$ cat src/rtl/alarm_ringer.sv
// -----------------------------------------------------------------------------
// alarm_ringer
// -----------------------------------------------------------------------------
// Purpose:
//   Compares the stored alarm time (BCD hour/minute) with the running clock and
//   rings the buzzer for a bounded period. The ring can be stopped or snoozed
//   a limited number of times per alarm event. The buzzer beeps 1 s on / 1 s
//   off while ringing, starting with the on phase.
//
// Optional build macro:
//   HOURLY_CHIME_EN - when defined, a 2 s buzzer chime sounds at mm:ss = 00:00
//                     and 00:01 while idle, independent of alarm_on.
//
// Ports:
//   clk          in   system clock
//   cr           in   synchronous active-high reset
//   tick_1hz     in   one-clk pulse per second
//   alarm_on     in   alarm armed switch (level)
//   cur_hour     in   current hour   (BCD)
//   cur_minute   in   current minute (BCD)
//   cur_second   in   current second (BCD)
//   alarm_hour   in   alarm hour     (BCD)
//   alarm_minute in   alarm minute   (BCD)
//   stop_key     in   one-clk pulse, silence the alarm
//   snooze_key   in   one-clk pulse, snooze the alarm
//   buzzer       out  buzzer drive (registered)
//   ringing      out  high while ringing (registered)
//   snoozing     out  high while snoozing (registered)
//   snooze_left  out  snoozes remaining for the current alarm event
// -----------------------------------------------------------------------------
`timescale 1ns/1ps

module alarm_ringer #(
  parameter int RING_SECONDS   = 60,
  parameter int SNOOZE_SECONDS = 300,
  parameter int MAX_SNOOZE     = 3
) (
  input  logic       clk,
  input  logic       cr,
  input  logic       tick_1hz,
  input  logic       alarm_on,
  input  logic [7:0] cur_hour,
  input  logic [7:0] cur_minute,
  input  logic [7:0] cur_second,
  input  logic [7:0] alarm_hour,
  input  logic [7:0] alarm_minute,
  input  logic       stop_key,
  input  logic       snooze_key,
  output logic       buzzer,
  output logic       ringing,
  output logic       snoozing,
  output logic [2:0] snooze_left
);

  typedef enum logic [1:0] {
    ST_IDLE   = 2'd0,
    ST_RING   = 2'd1,
    ST_SNOOZE = 2'd2
  } state_t;

  localparam logic [9:0] RING_LAST   = 10'(RING_SECONDS - 1);
  localparam logic [9:0] SNOOZE_LAST = 10'(SNOOZE_SECONDS - 1);
  localparam logic [2:0] SNOOZE_MAX  = 3'(MAX_SNOOZE);

  state_t     state_q, state_d;
  logic [9:0] sec_cnt_q, sec_cnt_d;
  logic       beep_phase_q, beep_phase_d;
  logic [2:0] snooze_left_q, snooze_left_d;
  logic       match_q;
  logic       ringing_q, ringing_d;
  logic       snoozing_q, snoozing_d;
  logic       buzzer_q, buzzer_d;

  logic match;
  logic trigger;

  // Raw BCD equality; the alarm fires only at second 00 of the alarm minute.
  assign match = alarm_on
               & (cur_hour   == alarm_hour)
               & (cur_minute == alarm_minute)
               & (cur_second == 8'h00);

  // Rising edge of match: one trigger per alarm minute even if time is held.
  assign trigger = match & ~match_q;

  // ---------------------------------------------------------------------------
  // Next-state logic
  // ---------------------------------------------------------------------------
  always_comb begin
    state_d       = state_q;
    sec_cnt_d     = sec_cnt_q;
    beep_phase_d  = beep_phase_q;
    snooze_left_d = snooze_left_q;

    case (state_q)
      ST_IDLE: begin
        snooze_left_d = SNOOZE_MAX;
        if (trigger) begin
          state_d      = ST_RING;
          sec_cnt_d    = '0;
          beep_phase_d = 1'b1;
        end
      end

      ST_RING: begin
        if (!alarm_on || stop_key) begin
          state_d       = ST_IDLE;
          sec_cnt_d     = '0;
          beep_phase_d  = 1'b0;
          snooze_left_d = SNOOZE_MAX;
        end else if (snooze_key && (snooze_left_q != 3'd0)) begin
          state_d       = ST_SNOOZE;
          sec_cnt_d     = '0;
          snooze_left_d = snooze_left_q - 3'd1;
        end else if (tick_1hz) begin
          // An exhausted snooze key falls through to here, so it is ignored.
          if (sec_cnt_q == RING_LAST) begin
            state_d       = ST_IDLE;
            sec_cnt_d     = '0;
            beep_phase_d  = 1'b0;
            snooze_left_d = SNOOZE_MAX;
          end else begin
            sec_cnt_d    = sec_cnt_q + 10'd1;
            beep_phase_d = ~beep_phase_q;
          end
        end
      end

      ST_SNOOZE: begin
        if (!alarm_on || stop_key) begin
          state_d       = ST_IDLE;
          sec_cnt_d     = '0;
          beep_phase_d  = 1'b0;
          snooze_left_d = SNOOZE_MAX;
        end else if (tick_1hz) begin
          if (sec_cnt_q == SNOOZE_LAST) begin
            // Re-ring without reloading the snooze allowance.
            state_d      = ST_RING;
            sec_cnt_d    = '0;
            beep_phase_d = 1'b1;
          end else begin
            sec_cnt_d = sec_cnt_q + 10'd1;
          end
        end
      end

      default: begin
        state_d       = ST_IDLE;
        sec_cnt_d     = '0;
        beep_phase_d  = 1'b0;
        snooze_left_d = SNOOZE_MAX;
      end
    endcase
  end

  // ---------------------------------------------------------------------------
  // Output next values, taken from the next state so the registered outputs
  // follow the state register with the same edge.
  // ---------------------------------------------------------------------------
  always_comb begin
    ringing_d  = (state_d == ST_RING);
    snoozing_d = (state_d == ST_SNOOZE);
    buzzer_d   = ringing_d & beep_phase_d;
`ifdef HOURLY_CHIME_EN
    if ((state_d == ST_IDLE) && (cur_minute == 8'h00) &&
        ((cur_second == 8'h00) || (cur_second == 8'h01))) begin
      buzzer_d = 1'b1;
    end
`endif
  end

  // ---------------------------------------------------------------------------
  // State and output registers
  // ---------------------------------------------------------------------------
  always_ff @(posedge clk) begin
    if (cr) begin
      state_q       <= ST_IDLE;
      sec_cnt_q     <= '0;
      beep_phase_q  <= 1'b0;
      snooze_left_q <= SNOOZE_MAX;
      match_q       <= 1'b0;
      ringing_q     <= 1'b0;
      snoozing_q    <= 1'b0;
      buzzer_q      <= 1'b0;
    end else begin
      state_q       <= state_d;
      sec_cnt_q     <= sec_cnt_d;
      beep_phase_q  <= beep_phase_d;
      snooze_left_q <= snooze_left_d;
      match_q       <= match;
      ringing_q     <= ringing_d;
      snoozing_q    <= snoozing_d;
      buzzer_q      <= buzzer_d;
    end
  end

  assign buzzer      = buzzer_q;
  assign ringing     = ringing_q;
  assign snoozing    = snoozing_q;
  assign snooze_left = snooze_left_q;

endmodule

$ cat config.mk
export PLATFORM = sky130hd
export DESIGN_NAME = alarm_ringer
export DESIGN_NICKNAME = d
export VERILOG_FILES = /design/src/rtl/alarm_ringer.sv
export SDC_FILE = /design/constraint.sdc
export NUM_CORES = 1
export LEC_CHECK = 0
export ABC_AREA = 1
export BUFFER_PORTS_ARGS = -buffer_cell sky130_fd_sc_hd__buf_2
export CORE_MARGIN = 3
export CORE_UTILIZATION = 35
export CTS_CLUSTER_DIAMETER = 80
export DETAILED_ROUTE_END_ITERATION = 6
export GPL_TIMING_DRIVEN = 0
export SETUP_SLACK_MARGIN = 0.1
export SLEW_MARGIN = 30
export SYNTH_ARGS = -nofsm -noshare
export SYNTH_HDL_FRONTEND = slang
export SYNTH_SLANG_ARGS = --single-unit
$ cat constraint.sdc
create_clock -name clk -period 4.35 [get_ports clk]
set_input_delay 0.2175 -clock clk [delete_from_list [all_inputs] [get_ports clk]]
set_output_delay 0.2175 -clock clk [all_outputs]
set_load 0.01 [all_outputs]
==> impl_metrics.py <==
metrics = {
    "status": {
        "status": "finished clean",
    },
    "synth": {
        "ys_top_cells_by_area": "dfxtp_1 (22%), nand2_1 (16%), inv_1 (12%)",
        "synth_compound_area_share_pct": 9.68,
        "synth_xor_area_share_pct": 1.88,
        "synth_cell_types": 33,
        "yosys.area_share.simple_pct": 48.3,
        "async_flop_share_pct": 0,
        "ys_ff_latch": 20,
        "yosysTopAreaCellShare_pct": 21.5,
        "synth_edf_count": 0,
        "netlist_area_mm2": 0.00186,
        "ys_warn_count": 0,
        "syn_nets": 374,
        "synthMuxAreaShare_pct": 0,
        "synth_adder_area_share_pct": 4.70,
        "yosysSeqAreaShare_pct": 21.5,
        "synth_largest_area_cell": "dfxtp_1",
        "synth_top_family_by_area": "simple AND/OR/NAND/NOR gates",
        "postSynthCellCount": 321,
        "synthFlopType": "dfxtp_1",
        "syn_area_per_cell_um2": 5.80,
    },
    "global_routing": {
        "grt_pass1_wl_um": 7980,
        "track_usage_pct": 15.4,
        "grt_max_degree": 11,
        "grt_busiest_layer": "met2",
        "grt_antenna_before_repair": 0,
        "grt_pass1_vias": 1889,
        "use_met2_pct": 27.5,
        "grt_util_met1_pct": 20.0,
        "grt_use_met3_pct": 2.61,
        "grt-ovfl-total": 0,
    },
    "clock_network": {
        "clkSinkCount": 20,
        "postCtsSetupBuffers": 0,
        "path_clk_slew_ns": 0.07,
        "htreeDepth": 1,
        "cts_resized": 0,
        "cts_made_buffers": 3,
        "cts_hold_buf": 0,
        "clk-insertion-delay-late_ns": 0.26,
        "cts_tree": "done",
        "clk_path_buf_depth": 2,
        "cts_root_buffer": "clkbuf_8",
    },
    "final_layout": {
        "diodes": 0,
        "area_growth_pct": 20.4,
        "layout_commonest_cell": "nand2_1",
        "nets": 430,
        "final_layout_size_suffix_gt1_share_pct": 22.4,
        "layout_common_cells": "nand2_1 (77), inv_1 (59), nor2_1 (51), buf_2 (51), dfxtp_1 (20)",
        "fin_area_mm2": 0.00224,
    },
    "critical_path": {
        "cp_num_buf_inv": 0,
        "crit_path_end_kind": "register",
        "reg2regPathDepth": 10,
        "cp_max_fo": 6,
        "max_stage_delay_ns": 0.43,
        "critPathTopFamily": "simple AND/OR/NAND/NOR gates",
        "path_depth": 10,
        "cp_data_arrival_time_ns": 2.01,
        "critPathLaunchType": "register",
        "cp_cell_sequence": "ha_1 -> nand2_1 -> nor2_2 -> nand4_1 -> nand3_1 -> o21ai_2 -> nand2_2 -> nor2_1 -> o21ai_0 -> nor2_1",
        "worst_ep_required_time_ns": 4.51,
        "rrSetupSlack_ns": 2.50,
        "slowest_stage": "dfxtp_1",
        "reg2reg_to": "sec_cnt_q[8]",
        "worst-setup-path-type": "register to register",
        "crit_path_frequent_cell": "nor2_1",
        "r2r_start": "sec_cnt_q[0]",
    },
    "power_and_ir_drop": {
        "p_switching_w": 0.0000996,
        "p_per_area_mw_per_mm2": 167,
        "p_comb_share_pct": 17.7,
        "fin_total_pwr_w": 0.000374,
        "p_sw_share_pct": 26.7,
        "p_int_w": 0.000274,
        "p_clk_share_pct": 33.4,
        "pwr-share-seq_pct": 48.9,
        "leakagePower_nw": 1.21,
        "vdd.ir_drop.worst_uv": 83.0,
    },
    "worst_hold_path": {
        "hp-start": "cr",
        "hold_class": "primary input to register",
        "min_delay_path_depth": 2,
        "hold_end": "sec_cnt_q[6]",
    },
    "job": {
        "cap_violations": 0,
    },
    "sta": {
        "slew_headroom_pct": 58.1,
        "tightest_slew_ns": 0.622,
        "max_freq_ghz": 0.541,
        "setup_viol_count_final": 0,
        "finalCritPeriodShare_pct": 42.5,
        "rsz0062_at_grt": "no",
        "setup_tns_ns": 0,
        "finalCriticalPeriod_ns": 1.85,
        "drv_slew": 0,
        "finClkSkew_ns": 0.00156,
        "timing.final.hold_violations": 0,
        "hold_ws_ns": 0.230,
    },
    "die": {
        "num_rows": 25,
        "core_mm2": 0.00494,
        "dieArea_mm2": 0.00623,
        "die_w_um": 78.9,
        "ios": 52,
        "initial_utilization_pct": 37.7,
        "die_h_um": 78.9,
    },
    "routing": {
        "antenna_left": 0,
        "postRouteWirelength_um": 4640,
        "wl_per_cell_um": 10.5,
        "vias_per_cell": 4.68,
        "drcViolationCount": 0,
        "first_iter_violations": 139,
        "num_vias": 2068,
        "first_pass_iters": 4,
    },
    "placed_design": {
        "place_area_mm2": 0.00220,
        "hpwl_um": 3920,
        "port_buffers": 51,
        "gp_congestion": 0.828,
    },
}
## power groups by stage
stage / sequential (W) / combinational [W] / clock [W]
detailed placement: 0.000187 / 0.0000665 / 0
global placement: 0.000187 / 0.0000653 / 0
global route: 0.000183 / 0.0000753 / 0.000135
floorplan: 0.000187 / 0.0000346 / 0
CTS: 0.000183 / 0.0000667 / 0.000130
finish: 0.000183 / 0.0000660 / 0.000125
## routing by layer
layer	routed length, µm	vias up	part of all wire [%]
met1	2200	901	47
met5	0	-	0
met2	2230	43	48
met4	32	0	0.69
met3	176	4	3.8
li1	-	1120	-
## registers in the layout, indices dropped and copies added, names as in the netlist
register	cells
beep_phase_q	1
state_q	2
snooze_left	3
snoozing	1
match_q	1
sec_cnt_q	10
ringing	1
buzzer	1
## worst max-delay path by stage
stage,to,slack [ns],from
after floorplan,sec_cnt_q[1],2.73,state_q[1]
after global placement,sec_cnt_q[8],2.53,sec_cnt_q[0]
after detailed placement,sec_cnt_q[8],2.52,state_q[1]
after CTS,sec_cnt_q[8],2.50,state_q[1]
after global routing,buzzer,2.25,sec_cnt_q[0]
final,sec_cnt_q[8],2.50,sec_cnt_q[0]
## through the flow
step,setup WS (ns),utilization (%),cells
finish,2.50,45.4,442
global route,2.25,45.4,442
CTS,2.50,45.4,442
detailed placement,2.52,44.5,439
global placement,2.53,44.5,439
floorplan,2.73,-,321
## Yosys cell counts (4+ instances only)
cell / count
inv_1: 59
dfxtp_1: 20
nand4_1: 15
o21ai_1: 4
o21ai_0: 9
nand3_1: 17
nor2_1: 51
inv_2: 4
nand2_2: 8
ha_1: 7
nand2_1: 77
a21oi_1: 9
nor3_1: 7
## area by class of cell
type,instances,area (µm²)
Timing Repair Buffer,51,255
Fill cell,569,2700
Inverter,65,248
Multi-Input combinational cell,235,1200
Buffer,1,11.3
Clock buffer,3,41.3
Sequential cell,20,400
Tap cell,67,83.8
## cells by family (layout without fill, tap and decap cells)
| kind of cell | count (synthesis) | count (layout) |
|---|---|---|
| AND/OR/NAND/NOR | 193 | 193 |
| buffers and inverters | 66 | 120 |
| AO/OA/AOI/OAI | 31 | 31 |
| flip-flops | 20 | 20 |
| adder cells (fa/ha/maj) | 7 | 7 |
| XOR/XNOR | 4 | 4 |
Note: power is estimated with default switching activity, not from simulation.
